$ cat src/rtl/uart_pkg.sv
// Shared UART definitions: receiver FSM encoding and default bit timing.
package uart_pkg;

  // 100 MHz clock / 115200 baud
  localparam int unsigned ClksPerBitDefault = 868;

  typedef enum logic [2:0] {
    StIdle,
    StStart,
    StData,
    StStop,
    StWaitIdle
  } uart_state_e;

endpackage

$ cat src/rtl/sync_2ff.sv
// Two-flop synchronizer for a single asynchronous bit with a configurable reset value.
module sync_2ff #(
  parameter logic ResetVal = 1'b1
) (
  input  logic clk_i,
  input  logic rst_i,
  input  logic d_i,
  output logic q_o
);

  logic meta_q;
  logic sync_q;

  always_ff @(posedge clk_i or posedge rst_i) begin
    if (rst_i) begin
      meta_q <= ResetVal;
      sync_q <= ResetVal;
    end else begin
      meta_q <= d_i;
      sync_q <= meta_q;
    end
  end

  assign q_o = sync_q;

endmodule

$ cat src/rtl/uart_rx.sv
// 8N1 UART receiver with mid-bit sampling, valid/ready output, frame error pulse and sticky overrun.
module uart_rx
  import uart_pkg::*;
#(
  parameter int unsigned CLKS_PER_BIT = ClksPerBitDefault
) (
  input  logic       clk,
  input  logic       reset,
  input  logic       rxd,
  output logic [7:0] rx_data,
  output logic       rx_valid,
  input  logic       rx_ready,
  output logic       frame_err,
  output logic       overrun
);

  localparam int unsigned CntW = $clog2(CLKS_PER_BIT);
  localparam logic [CntW-1:0] HalfLoad = CntW'(CLKS_PER_BIT / 2 - 1);
  localparam logic [CntW-1:0] BitLoad  = CntW'(CLKS_PER_BIT - 1);

  uart_state_e     state_q, state_d;
  logic [CntW-1:0] cnt_q, cnt_d;
  logic [2:0]      idx_q, idx_d;
  logic [7:0]      shift_q, shift_d;
  logic [7:0]      rx_data_q, rx_data_d;
  logic            rx_valid_q, rx_valid_d;
  logic            overrun_q, overrun_d;
  logic            frame_err_q;
  logic            rxd_s;
  logic            expire;
  logic            commit;
  logic            frame_fail;

  sync_2ff #(
    .ResetVal(1'b1)
  ) u_sync (
    .clk_i(clk),
    .rst_i(reset),
    .d_i  (rxd),
    .q_o  (rxd_s)
  );

  assign expire = (cnt_q == '0);

  always_ff @(posedge clk or posedge reset) begin
    if (reset) begin
      state_q <= StIdle;
    end else begin
      state_q <= state_d;
    end
  end

  always_comb begin
    state_d = state_q;
    case (state_q)
      StIdle:     if (!rxd_s) state_d = StStart;
      StStart:    if (expire) state_d = rxd_s ? StIdle : StData;
      StData:     if (expire && (idx_q == 3'd7)) state_d = StStop;
      StStop:     if (expire) state_d = rxd_s ? StIdle : StWaitIdle;
      StWaitIdle: if (rxd_s) state_d = StIdle;
      default:    state_d = StIdle;
    endcase
  end

  always_comb begin
    cnt_d      = cnt_q;
    idx_d      = idx_q;
    shift_d    = shift_q;
    commit     = 1'b0;
    frame_fail = 1'b0;
    case (state_q)
      StIdle: begin
        if (!rxd_s) begin
          cnt_d = HalfLoad;
          idx_d = '0;
        end
      end
      StStart: begin
        if (expire) begin
          cnt_d = BitLoad;
          idx_d = '0;
        end else begin
          cnt_d = cnt_q - 1'b1;
        end
      end
      StData: begin
        if (expire) begin
          shift_d[idx_q] = rxd_s;
          cnt_d          = BitLoad;
          idx_d          = idx_q + 3'd1;
        end else begin
          cnt_d = cnt_q - 1'b1;
        end
      end
      StStop: begin
        if (expire) begin
          commit     = rxd_s;
          frame_fail = !rxd_s;
        end else begin
          cnt_d = cnt_q - 1'b1;
        end
      end
      default: ;
    endcase
  end

  // A transfer and a commit in the same cycle hand over the old byte and load the new one.
  always_comb begin
    rx_data_d  = rx_data_q;
    rx_valid_d = rx_valid_q;
    overrun_d  = overrun_q;
    if (rx_valid_q && rx_ready) begin
      rx_valid_d = 1'b0;
      overrun_d  = 1'b0;
    end
    if (commit) begin
      if (!rx_valid_q || rx_ready) begin
        rx_data_d  = shift_q;
        rx_valid_d = 1'b1;
      end else begin
        overrun_d = 1'b1;
      end
    end
  end

  always_ff @(posedge clk or posedge reset) begin
    if (reset) begin
      cnt_q       <= '0;
      idx_q       <= '0;
      shift_q     <= '0;
      rx_data_q   <= 8'h00;
      rx_valid_q  <= 1'b0;
      overrun_q   <= 1'b0;
      frame_err_q <= 1'b0;
    end else begin
      cnt_q       <= cnt_d;
      idx_q       <= idx_d;
      shift_q     <= shift_d;
      rx_data_q   <= rx_data_d;
      rx_valid_q  <= rx_valid_d;
      overrun_q   <= overrun_d;
      frame_err_q <= frame_fail;
    end
  end

  assign rx_data   = rx_data_q;
  assign rx_valid  = rx_valid_q;
  assign overrun   = overrun_q;
  assign frame_err = frame_err_q;

endmodule
$ cat config.mk
export PLATFORM = sky130hd
export DESIGN_NAME = uart_rx
export DESIGN_NICKNAME = d
export VERILOG_FILES = /design/src/rtl/uart_pkg.sv /design/src/rtl/sync_2ff.sv /design/src/rtl/uart_rx.sv
export SDC_FILE = /design/constraint.sdc
export NUM_CORES = 1
export LEC_CHECK = 0
export BUFFER_PORTS_ARGS = -buffer_cell sky130_fd_sc_hd__buf_2
export CAP_MARGIN = 20
export CORE_AREA = 2 2 67 69
export DETAILED_ROUTE_END_ITERATION = 8
export DIE_AREA = 0 0 69 71
export GPL_TIMING_DRIVEN = 0
export PLACE_DENSITY = 0.68
export SLEW_MARGIN = 20
export SYNTH_ARGS = -nofsm -noshare
export SYNTH_HDL_FRONTEND = slang
export SYNTH_SLANG_ARGS = --single-unit
$ cat constraint.sdc
create_clock -name clk -period 1.91 [get_ports clk]
set_input_delay 0.4775 -clock clk [delete_from_list [all_inputs] [get_ports clk]]
set_output_delay 0.4775 -clock clk [all_outputs]
set_load 0.02 [all_outputs]
# Word-level counts from Yosys, hierarchy flattened
# Cells that the tools add are included.
# Widths: inputs -> output; s select.
# totals
ff_bits	37
inputBits	4
out_inout_bits	11
word_cells	71
# op_classes
n_addsub	2
magnitude_cmp	2
eq_ne	12
mux	29
reduce_logical	16
# op_table
cell	count
$mux 10	3
$pmux 10 s3	1
$mux 3	9
$pmux 3 s5	1
$ne 2x2->1 const B	6
$mux 1	11
$logic_not 10->1	1
$sub 10x1->10 const B	1
$pmux 3 s3	1
$bwmux 8	1
$eq 3x2->1 const B	2
$eq 3x3->1 const B	2
$reduce_bool 3->1	2
$reduce_and 5->1	1
$lt 3x4->1 const B	1
$reduce_and 2->1	2
$reduce_and 4->1	1
$add 3x1->3 const B	1
$demux 1 s3	1
$eq 3x1->1 const B	1
$ge 3x1->1 const B	1
$logic_and 1x1->1	3
$logic_not 3->1	1
$reduce_and 3->1	1
other kinds (5)	6

# Longest topological paths before layout
# Gate-level depths: netlist of run 1.
# depth
depth_word	5
mapped_depth	8
depth_no_buf	7

# Modules after synthesis
# Synthesis of run 1 repeated with hierarchy kept, for this count alone.
# hier_totals
cells_unflattened	178
hier_area_um2	1920.6
# modules_own_cells
mod	n_inst	cells_each	area_each_um2	seq_area_each_um2
uart_rx	1	175	1864.3	875.8
sync_2ff	1	3	56.3	52.6

# Worst setup path after synthesis of run 1
# OpenSTA, ideal clock, no wires.
# synth_timing
kind	reg2reg
startpoint	register cnt_q[0]
endpoint	register rx_data_q[0] (netlist: rx_data[0])
setup_time_ps	125
arrival_ps	1868
t_required_ps	1785
slack_ps	-83
path_stages_with_launch	8
n_path_buf	0
period_less_slack_ps	1993
path_cell_list	dfrtp_1 inv_1 ha_1 nor4b_4 and3_4 nand4_4 a21oi_4 mux2_2
# synth_between
elab_chain_cells	4
# synth_rtl
item	line_no	rtl
start, declared	uart_rx.sv:22	logic [CntW-1:0] cnt_q, cnt_d;
start signal, assigned	uart_rx.sv:136	cnt_q <= cnt_d;
$logic_not 10->1	uart_rx.sv:43	assign expire = (cnt_q == '0);
$mux 1	uart_rx.sv:96	if (expire) begin
$mux 1	uart_rx.sv:71	case (state_q)
$reduce_and 2->1 (no source line)	--	
end signal, assigned	uart_rx.sv:139	rx_data_q <= rx_data_d;
end, declared	uart_rx.sv:25	logic [7:0] rx_data_q, rx_data_d;
# Every way passes these cells.
# A chain may end at the register's enable or synchronous reset.

# Worst setup path after layout of run 1
# Same ends and word-level chain as after synthesis.

==> results of run 1 <==
==> metal layers <==
layer	vias up	part of all wire (%)	global-route usage, %
li1	683	-	-
met1	668	49	23.1
met2	20	46	26.4
met3	7	3.4	4.27
met4	0	1.5	5.88
met5	-	0	0
==> area by class of cell <==
cell class	instances	area, um^2	share of cell area, %
repair buffers	24	158	6.97
plain buffers	5	22.5	0.996
clock buffers	5	68.8	3.04
flip-flops and latches	37	931	41.2
inverters	7	26.3	1.16
multi-input cells	125	956	42.3
well taps	52	65.1	2.88
clock inverters	2	35.0	1.55
==> layout by cell type, fill, tap and decap left out, types with 2 or more instances in the layout <==
cell	netlist	routed
nand2_1	16	15
a21oi_1	8	7
nand3_2	0	2
dfstp_2	2	2
nand4_1	3	3
o22a_1	2	2
nor2b_1	2	2
buf_2	3	17
mux2_2	16	8
ha_1	4	3
dfrtp_1	35	33
inv_2	0	3
nor2_1	18	13
mux2_4	0	8
inv_1	7	4
or3_1	2	2
xor2_1	3	3
nand2b_1	3	3
a31oi_1	2	2
nor3_2	0	4
clkbuf_8	0	5
nand3_1	13	11
a21o_1	2	2
buf_4	0	9
nor2_2	0	5
clkbuf_1	2	2
o21ai_0	6	5
dfrtp_2	0	2
==> kinds of logic (layout without fill, tap and decap cells) <==
| group | Yosys count | after routing |
|---|---|---|
| multiplexers | 17 | 17 |
| AO/OA/AOI/OAI | 30 | 30 |
| AND/OR/NAND/NOR | 70 | 70 |
| flip-flops | 37 | 37 |
| XOR/XNOR | 4 | 4 |
| buffers and inverters | 12 | 43 |
| adder cells (fa/ha/maj) | 4 | 4 |
==> where the power goes <==
part	total, mW	switching (mW)	internal [mW]
registers	0.789	0.00214	0.787
clock network	0.646	0.267	0.379
logic	0.0237	0.0204	0.00338
==> registers in the layout (all words and copies together) (netlist names) <==
register	count
rx_data	8
shift_q	8
overrun	1
idx_q	3
state_q	3
u_sync.q_o	1
frame_err	1
cnt_q	10
u_sync.meta_q	1
rx_valid	1
==> synthesized netlist by cell type, drive strengths merged, types with 2 or more instances <==
master / n / area (um^2)
o22a: 2 / 17.5
a21oi: 9 / 56.3
nand3: 13 / 65.1
nand2b: 3 / 18.8
o21ai: 6 / 30.0
nand4: 4 / 40.0
or3: 2 / 12.5
xor2: 3 / 26.3
nor2: 18 / 67.6
a21o: 2 / 15.0
nor2b: 2 / 12.5
dfrtp: 35 / 876
nor3: 5 / 25.0
inv: 7 / 26.3
a31oi: 2 / 12.5
ha: 4 / 50.1
nand2: 16 / 60.1
clkbuf: 2 / 7.51
and2: 3 / 18.8
dfstp: 2 / 52.6
mux2: 16 / 180
buf: 3 / 15.0
==> worst register-to-register path: stages (launching register included) <==
cell     delay (ns)
dfrtp_2        0.41
inv_2          0.08
ha_4           0.13
nor4b_4        0.28
and3_4         0.29
nand4_4        0.11
a21oi_4        0.17
buf_12         0.15
mux2_4         0.31
==> what timing repair did <==
| action | 4_1_cts | 5_1_grt |
|---|---|---|
| setup buffers | 7 | 3 |
| pin swaps | 1 | 0 |
| resized for setup | 9 | 10 |
| cloned | 0 | 0 |
| setup endpoints to repair | 23 | 29 |
==> worst max path at each step <==
stage	slack [ns]	cells past startpoint	startpoint	endpoint
after floorplan	-0.06	7	cnt_q[0]	rx_data[0]
after global placement	-0.31	7	cnt_q[0]	rx_data[0]
after detailed placement	-0.35	7	cnt_q[0]	rx_data[3]
after CTS	-0.09	8	cnt_q[0]	rx_data[6]
after global routing	-0.18	8	cnt_q[1]	rx_data[6]
final	-0.12	8	cnt_q[0]	rx_data[0]
==> flow_summary.toml, run 1 <==
[run_status]
status = "finished, violations left"
violations = "setup timing"

[route]
drt_iter0_markers = 51
wl_per_cell_um = 14.4
viasPerCell = 5.36
dr_total_vias = 1378
first_pass_iters = 4
routed_wl_mm = 3.70
drc = 0
ant_nets = 0

[worst_setup_path]
cp.required_ns = 2.09
r2r_setup_slack_ns = -0.12
crit_family = "simple AND/OR/NAND/NOR gates"
path_cells = "inv_2 -> ha_4 -> nor4b_4 -> and3_4 -> nand4_4 -> a21oi_4 -> buf_12 -> mux2_4"
crit_type = "reg -> reg"
critical_path.slowest_cell = "dfrtp_2"
worst_ep_arrival_time_ns = 2.20
startpoint_type = "flop"
rr_endpoint = "rx_data[0]"
cp_slowest_stage_delay_ns = 0.41
critPathMaxFanout = 8
endpoint_kind = "flop"
timing.critical_path.buf_inv = 2
ff2ff_path_depth = 8
r2r-start = "cnt_q[0]"

[timing]
setup_slack_ns = -0.117
min_period_ns = 2.03
rsz0062_at_grt = "yes"
tns_ns = -1.07
setup_viol = 14
max_freq_mhz = 493
holdWs_ns = 0.284
finalCritPeriodShare_pct = 106
slew_headroom_pct = 49.1
worstMarginPinSlew_ns = 0.763
finClkSkew_ns = 0.00367
slew_violations = 0
hold_violations = 0

[global_routing]
grt_max_degree = 38
gr-total-overflow = 0
grt_pass1_vias = 1417
antenna_found_initial = 0
track_usage_pct = 16.9
grt_pass1_wl_mm = 6.62

[placed_design]
pre_cts_ws_ns = -0.347
gp_congestion = 0.835
io_buffers = 14
dp_hpwl_mm = 2.51
post_dp_cell_area_um2 = 2010
dpl.cell_count = 240

[min_path]
hold_depth = 1
hold_path.class = "in -> reg"
hp-start = "rxd"
holdPathEnd = "u_sync.meta_q"

[clock_tree]
clock_path_buffers = 2
cts_root_buffer = "clkbuf_8"
postCtsHoldBufs = 0
clock_sinks = 37
htreeDepth = 2
insertion_delay_ns = 0.29
path_clk_slew_ns = 0.07
cts_tree = "built"
cts_made_buffers = 5

[synth]
synth-simple-area-share_pct = 20.3
synth_nets = 182
synth_seq_cells = 37
ys.warnings.count = 0
ys.flop_type = "dfrtp_1"
synth_edf_count = 0
synth_xor_area_share_pct = 1.92
synthArstFlopShare_pct = 100
ys_types = 40
synth_cells = 174
yosysSeqAreaShare_pct = 50.8
synth_compound_area_share_pct = 11.2
post_synth_fa_ha_maj_area_fraction_pct = 2.74
muxShareOfSynthArea_pct = 10.4
syn_area_um2 = 1830
synth_top_family_by_area = "simple AND/OR/NAND/NOR gates"
syn_avg_cell_area_um2 = 10.5

[cells_and_area]
syn_to_final_growth_pct = 23.8
fin_nets = 213
finalNonFillerCells = 257
antenna_cells = 0
design_area_um2 = 2260
final_util_pct = 53.8
fillers = 384
drive_above_1_share_pct = 37.6

[pwr]
leakagePower_nw = 1.06
vdd_drop_max_mv = 0.326
power.density_nw_per_um2 = 645
power_mw = 1.46

[die]
die_area_um2 = 4900
io_pins = 15
num_rows = 24
die_h_um = 71
core-area_um2 = 4200
die_w_um = 69
start_util_pct = 43.5

[flow_run]
maxCapViolCount = 0
No activity file was read; power rests on OpenSTA's default activity.
==> run 2, diff against run 1 <==
--- a/config.mk
+++ b/config.mk
@@ -5,13 +5,14 @@
 export SDC_FILE = /design/constraint.sdc
 export NUM_CORES = 1
 export LEC_CHECK = 0
+export ABC_AREA = 1
 export BUFFER_PORTS_ARGS = -buffer_cell sky130_fd_sc_hd__buf_2
 export CAP_MARGIN = 20
-export CORE_AREA = 2 2 67 69
+export CORE_AREA = 2 2 71 73
 export DETAILED_ROUTE_END_ITERATION = 8
-export DIE_AREA = 0 0 69 71
+export DIE_AREA = 0 0 73 75
 export GPL_TIMING_DRIVEN = 0
-export PLACE_DENSITY = 0.68
+export PLACE_DENSITY = 0.67
 export SLEW_MARGIN = 20
 export SYNTH_ARGS = -nofsm -noshare
 export SYNTH_HDL_FRONTEND = slang
==> run 2 against run 1 <==
The flow now finishes without violations. Largest power group is now clock. Routed wire length grew 4.7%. Largest cell class unchanged. Worst setup slack better by 0.30 ns. Combinational power up 4%.
==> flow_summary.toml, run 2 <==
[cells_and_area]
top_register = "cnt_q"
final_util_pct = 49.4
layout_common_cells = "nand2_1 (72), dfrtp_1 (35), inv_1 (34)"
mostFrequentLayoutCell = "nand2_1"
antenna_cells = 0
fin_nets = 291
largest_reg_flops = 10
drive_above_1_share_pct = 17.3
design_area_um2 = 2300
syn_to_final_growth_pct = 13.6

[clock_tree]
cts_root_buffer = "clkbuf_8"
clock_path_buffers = 2
clock_sinks = 37
insertion_delay_ns = 0.29
path_clk_slew_ns = 0.08
post_cts_resized = 0
postCtsHoldBufs = 0
cts_made_buffers = 5
htreeDepth = 2
cts_tree = "built"
postCtsSetupRepairBufs = 0

[flow_run]
maxCapViolCount = 0

[worst_setup_path]
critPathMaxFanout = 9
path_depth = 9
timing.critical_path.buf_inv = 1
rr_endpoint = "rx_data[7]"
r2r-start = "cnt_q[0]"
r2r_setup_slack_ns = 0.18
critical_path.slowest_cell = "dfrtp_1"
startpoint_type = "flop"
ff2ff_path_depth = 9
worst_ep_arrival_time_ns = 1.91
path_cells = "inv_1 -> ha_1 -> nand3_2 -> nor2_4 -> nand2_4 -> nor2_8 -> nand2_4 -> nand2_1 -> nand2_1"
cp.required_ns = 2.09
endpoint_kind = "flop"
crit_type = "reg -> reg"
crit_family = "simple AND/OR/NAND/NOR gates"
cp_slowest_stage_delay_ns = 0.37

[timing]
setup_viol = 0
finalCritPeriodShare_pct = 90.5
holdWs_ns = 0.276
finClkSkew_ns = 0.00787
slew_headroom_pct = 49.2
tns_ns = 0
rsz0062_at_grt = "no"
max_freq_mhz = 578
worstMarginPinSlew_ns = 0.760
min_period_ns = 1.73
slew_violations = 0
hold_violations = 0

[die]
num_rows = 25
die_w_um = 73
die_h_um = 75
core-area_um2 = 4660
start_util_pct = 43.5
die_area_um2 = 5480
io_pins = 15

[run_status]
status = "completed"

[synth]
synth_cells = 262
ys_types = 27
ys.warnings.count = 0
yosysTopAreaCell = "dfrtp_1"
syn_area_um2 = 2030
ys_top_cells_by_count = "nand2_1 (72), dfrtp_1 (35), inv_1 (35)"
synth_edf_count = 0
synth_top_area_share_pct = 43.2
synthArstFlopShare_pct = 100
synthMostInstantiatedCell = "nand2_1"
synth_nets = 270
synthTopCellsByArea = "dfrtp_1 (43%), nand2_1 (13%), inv_1 (6.5%)"
syn_avg_cell_area_um2 = 7.74
yosysSeqAreaShare_pct = 45.8
synth_seq_cells = 37
ys.flop_type = "dfrtp_1"

[min_path]
hold_path.class = "in -> reg"
hp-start = "rxd"
hold_depth = 1
holdPathEnd = "u_sync.meta_q"

[route]
drc = 0
wl_per_cell_um = 11.5
viasPerCell = 4.87
dr_total_vias = 1646
ant_nets = 0
first_pass_iters = 4
drt_iter0_markers = 128
routed_wl_mm = 3.88

[global_routing]
grt_pass1_vias = 1540
grt_pass1_wl_mm = 6.86
grt_max_degree = 38
antenna_found_initial = 0
gr-total-overflow = 0
track_usage_pct = 16.2

[pwr]
leakagePower_nw = 1.30
vdd_drop_max_mv = 0.254
power.density_nw_per_um2 = 708

[placed_design]
io_buffers = 14
post_dp_cell_area_um2 = 2160
gp_congestion = 0.870
dp_hpwl_mm = 2.89
run 2: cell types whose count changed after synthesis, moves of 4 or more:
cell	change
nand2_1	+56
inv_1	+28
mux2_2	-16
nor2_1	+15
nand3_1	+11
o21ai_0	+7
a21oi_1	-6
o21ai_1	+6
nand2_2	+4
nand3_2	+4
nor2_2	+4
run 2: metal layers:
layer  share of wire [%]  routed length, um  vias to the layer above  GRT usage [%]
met5                   0                  0                        -              0
met4                 1.4                 56                        0           5.56
met3                 3.4                131                        5           3.61
met2                  45               1760                       28           25.6
met1                  50               1930                      755           22.0
li1                    -                  -                      858              -
run 2: where the power goes:
part	total, mW	leakage, nW	switching (mW)	internal, mW
sequential	0.789	0.490	0.00205	0.787
clock	0.816	0.0687	0.291	0.526
combinational	0.0247	0.737	0.0209	0.00378
total	1.63	1.30	0.314	1.32
run 2: worst max-delay path by stage:
stage,slack (ns),end,from
floorplan,0.40,rx_data[0],cnt_q[0]
global placement,0.11,state_q[0],reset
detailed placement,0.18,rx_data[7],cnt_q[0]
CTS,0.17,rx_data[7],cnt_q[0]
global route,0.006,shift_q[2],cnt_q[0]
finish,0.18,rx_data[7],cnt_q[0]
run 2: area by class of cell:
cell class | instances | area (um^2)
tap | 54 | 67.6
clock inverter | 3 | 68.8
buffer | 2 | 8.76
inverter | 37 | 141
clock buffer | 5 | 68.8
timing repair buffer | 14 | 70.1
fill | 431 | 2360
multi-input combinational | 186 | 948
sequential | 37 | 928
run 2: logic make-up (layout without fill, tap and decap cells):
group / after synthesis / count (layout) / synth area share [%]
DFF: 37 / 37 / 45.8
xor gates and xnor gates: 4 / 4 / 1.73
buffers and inverters: 39 / 61 / 7.41
AOI/OAI and AO/OA: 23 / 23 / 5.93
and+or+nand+nor: 155 / 155 / 36.7
adders and majority gates: 4 / 4 / 2.47
run 2: metrics by stage:
step / setup WS [ns] / power (mW) / instances
2_1_floorplan: 0.395 / 0.821 / 262
3_3_place_gp: 0.106 / 0.830 / 330
3_5_place_dp: 0.182 / 0.830 / 330
4_1_cts: 0.169 / 1.65 / 338
5_1_grt: 0.00554 / 1.68 / 338
6_report: 0.181 / 1.63 / 338
==> run 3, diff against run 2 <==
--- a/config.mk
+++ b/config.mk
@@ -12,7 +12,7 @@
 export DETAILED_ROUTE_END_ITERATION = 8
 export DIE_AREA = 0 0 73 75
 export GPL_TIMING_DRIVEN = 0
-export PLACE_DENSITY = 0.67
+export PLACE_DENSITY = 0.64
 export SLEW_MARGIN = 20
 export SYNTH_ARGS = -nofsm -noshare
 export SYNTH_HDL_FRONTEND = slang
==> run 3 against run 2 <==
Combinational power increased by 21%. Cell count increased by 0.30%. Register-to-register slack got worse by 0.02 ns. Non-clock buffer count increased by 1. Critical path depth unchanged. Worst hold slack got worse by 0.17 ns. Fmax decreased by 0.87%. Largest power group unchanged. Sequential power about the same.
==> flow_summary.toml, run 3 (same netlist as run 2, synthesis figures left out) <==
[cells_and_area]
fillers = 476
multi_input_area_um2 = 951
final_util_pct = 49.9
antenna_cells = 0
largest_reg_flops = 10
mostFrequentLayoutCell = "nand2_1"
finalNonFillerCells = 339
syn_to_final_growth_pct = 14.7
fin_nets = 292
top_register = "cnt_q"
seqCellArea_um2 = 928
drive_above_1_share_pct = 17.9
layout_common_cells = "nand2_1 (71), dfrtp_1 (35), inv_1 (34)"

[timing]
setup_slack_ns = 0.166
worstMarginPinSlew_ns = 0.392
rsz0062_at_grt = "no"
tns_ns = 0
setup_viol = 0
hold_violations = 0
max_freq_mhz = 573
slew_violations = 0
finalCritPeriodShare_pct = 91.3
finClkSkew_ns = 0.00757
min_period_ns = 1.74
slew_headroom_pct = 73.9

[die]
die_area_um2 = 5480
io_pins = 15
core-area_um2 = 4660
start_util_pct = 43.5
die_w_um = 73
die_h_um = 75
num_rows = 25

[global_routing]
grt_max_degree = 28
grt_pass1_wl_mm = 6.69
antenna_found_initial = 0
grt_pass1_vias = 1462
track_usage_pct = 16.0
gr-total-overflow = 0

[clock_tree]
clock_path_buffers = 2
path_clk_slew_ns = 0.08
insertion_delay_ns = 0.29
cts_root_buffer = "clkbuf_8"
postCtsSetupRepairBufs = 0
post_cts_resized = 0
clock_sinks = 37
htreeDepth = 2
postCtsHoldBufs = 0
cts_made_buffers = 5
cts_tree = "built"

[route]
dr_total_vias = 1593
wl_per_cell_um = 11.2
routed_wl_mm = 3.79
first_pass_iters = 4
ant_nets = 0
drt_iter0_markers = 109
viasPerCell = 4.70
drc = 0

[worst_setup_path]
critPathMaxFanout = 9
worst_ep_arrival_time_ns = 1.93
path_cells = "inv_1 -> ha_1 -> nand3_2 -> nor2_4 -> nand2_4 -> nor2_8 -> nand2_4 -> nand2_1 -> nand2_1"
cp.required_ns = 2.10
critical_path.slowest_cell = "dfrtp_1"
startpoint_type = "flop"
endpoint_kind = "flop"
cp_slowest_stage_delay_ns = 0.36
ff2ff_path_depth = 9
crit_type = "reg -> reg"

[pwr]
p_comb_share_pct = 1.8
vdd_drop_max_mv = 0.265
p_int_mw = 1.32
seqPwrFrac_pct = 48.0
leakagePower_nw = 1.31
clockPowerShare_pct = 50.2
swShare_pct = 19.6
p_sw_uw = 323
power.density_nw_per_um2 = 707

[run_status]
status = "completed"

[placed_design]
dp_hpwl_mm = 2.90
gp_congestion = 0.882
io_buffers = 14
pre_cts_ws_ns = 0.163
dpl.cell_count = 331

[flow_run]
maxCapViolCount = 0

[min_path]
hold_path.class = "in -> async"
[run 3: cell types whose count changed in the layout (fill, tap and decap cells not counted)]
cell,previous run,this run
buf_12,0,1
nand2_1,72,71
nand2_2,4,5
[run 3: stage by stage]
| step | power, mW | instance area (um^2) | hold slack, ns |
|---|---|---|---|
| final | 1.64 | 2320 | 0.102 |
| after floorplan | 0.821 | 2030 | 0.345 |
| after global placement | 0.830 | 2160 | 0.346 |
| after CTS | 1.66 | 2320 | 0.104 |
| after detailed placement | 0.836 | 2180 | 0.347 |
| after global routing | 1.69 | 2320 | 0.121 |
[run 3: path summary, 6_finish.rpt]
check / startpoint / to / slack (ns)
worst max-delay path: cnt_q[0] / rx_data[4] / 0.17
worst min register to register: u_sync.meta_q / u_sync.q_o / 0.36
worst max register to register: cnt_q[0] / rx_data[4] / 0.17
max in group asynchronous: reset / u_sync.meta_q / 1.31
min in group clk: rxd / u_sync.meta_q / 0.28
worst min-delay path: reset / cnt_q[5] / 0.10
[run 3: final cells by class]
cell class | count | share of cell area (%)
Buffer | 2 | 0.377
Clock buffer | 5 | 2.96
Clock inverter | 3 | 2.96
Inverter | 37 | 6.08
Multi-Input combinational cell | 186 | 40.9
Sequential cell | 37 | 39.9
Tap cell | 54 | 2.91
Timing Repair Buffer | 15 | 3.88
[run 3: per-layer routing]
| layer | share of wire, % | routed length (um) | global-route usage, % | vias to the layer above |
|---|---|---|---|---|
| met3 | 3.5 | 134 | 2.81 | 5 |
| met1 | 54 | 2060 | 23.8 | 699 |
| met5 | 0 | 0 | 0 | - |
| met2 | 40 | 1510 | 22.4 | 26 |
| met4 | 2.1 | 79 | 8.02 | 0 |
| li1 | - | - | - | 863 |
[run 3: power groups by stage]
stage	sequential (mW)	combinational [mW]	clock, mW
3_5_place_dp	0.804	0.0316	0
4_1_cts	0.789	0.0317	0.843
2_1_floorplan	0.803	0.0173	0
6_report	0.789	0.0299	0.824
3_3_place_gp	0.804	0.0260	0
5_1_grt	0.789	0.0347	0.865
[run 3: worst max-delay path: cells and delay by family, from the launching register on]
kind                       cells  cell delay, ns
adders and majority gates      1            0.23
buffers and inverters          1            0.16
DFF                            1            0.36
and+or+nand+nor                7            0.88
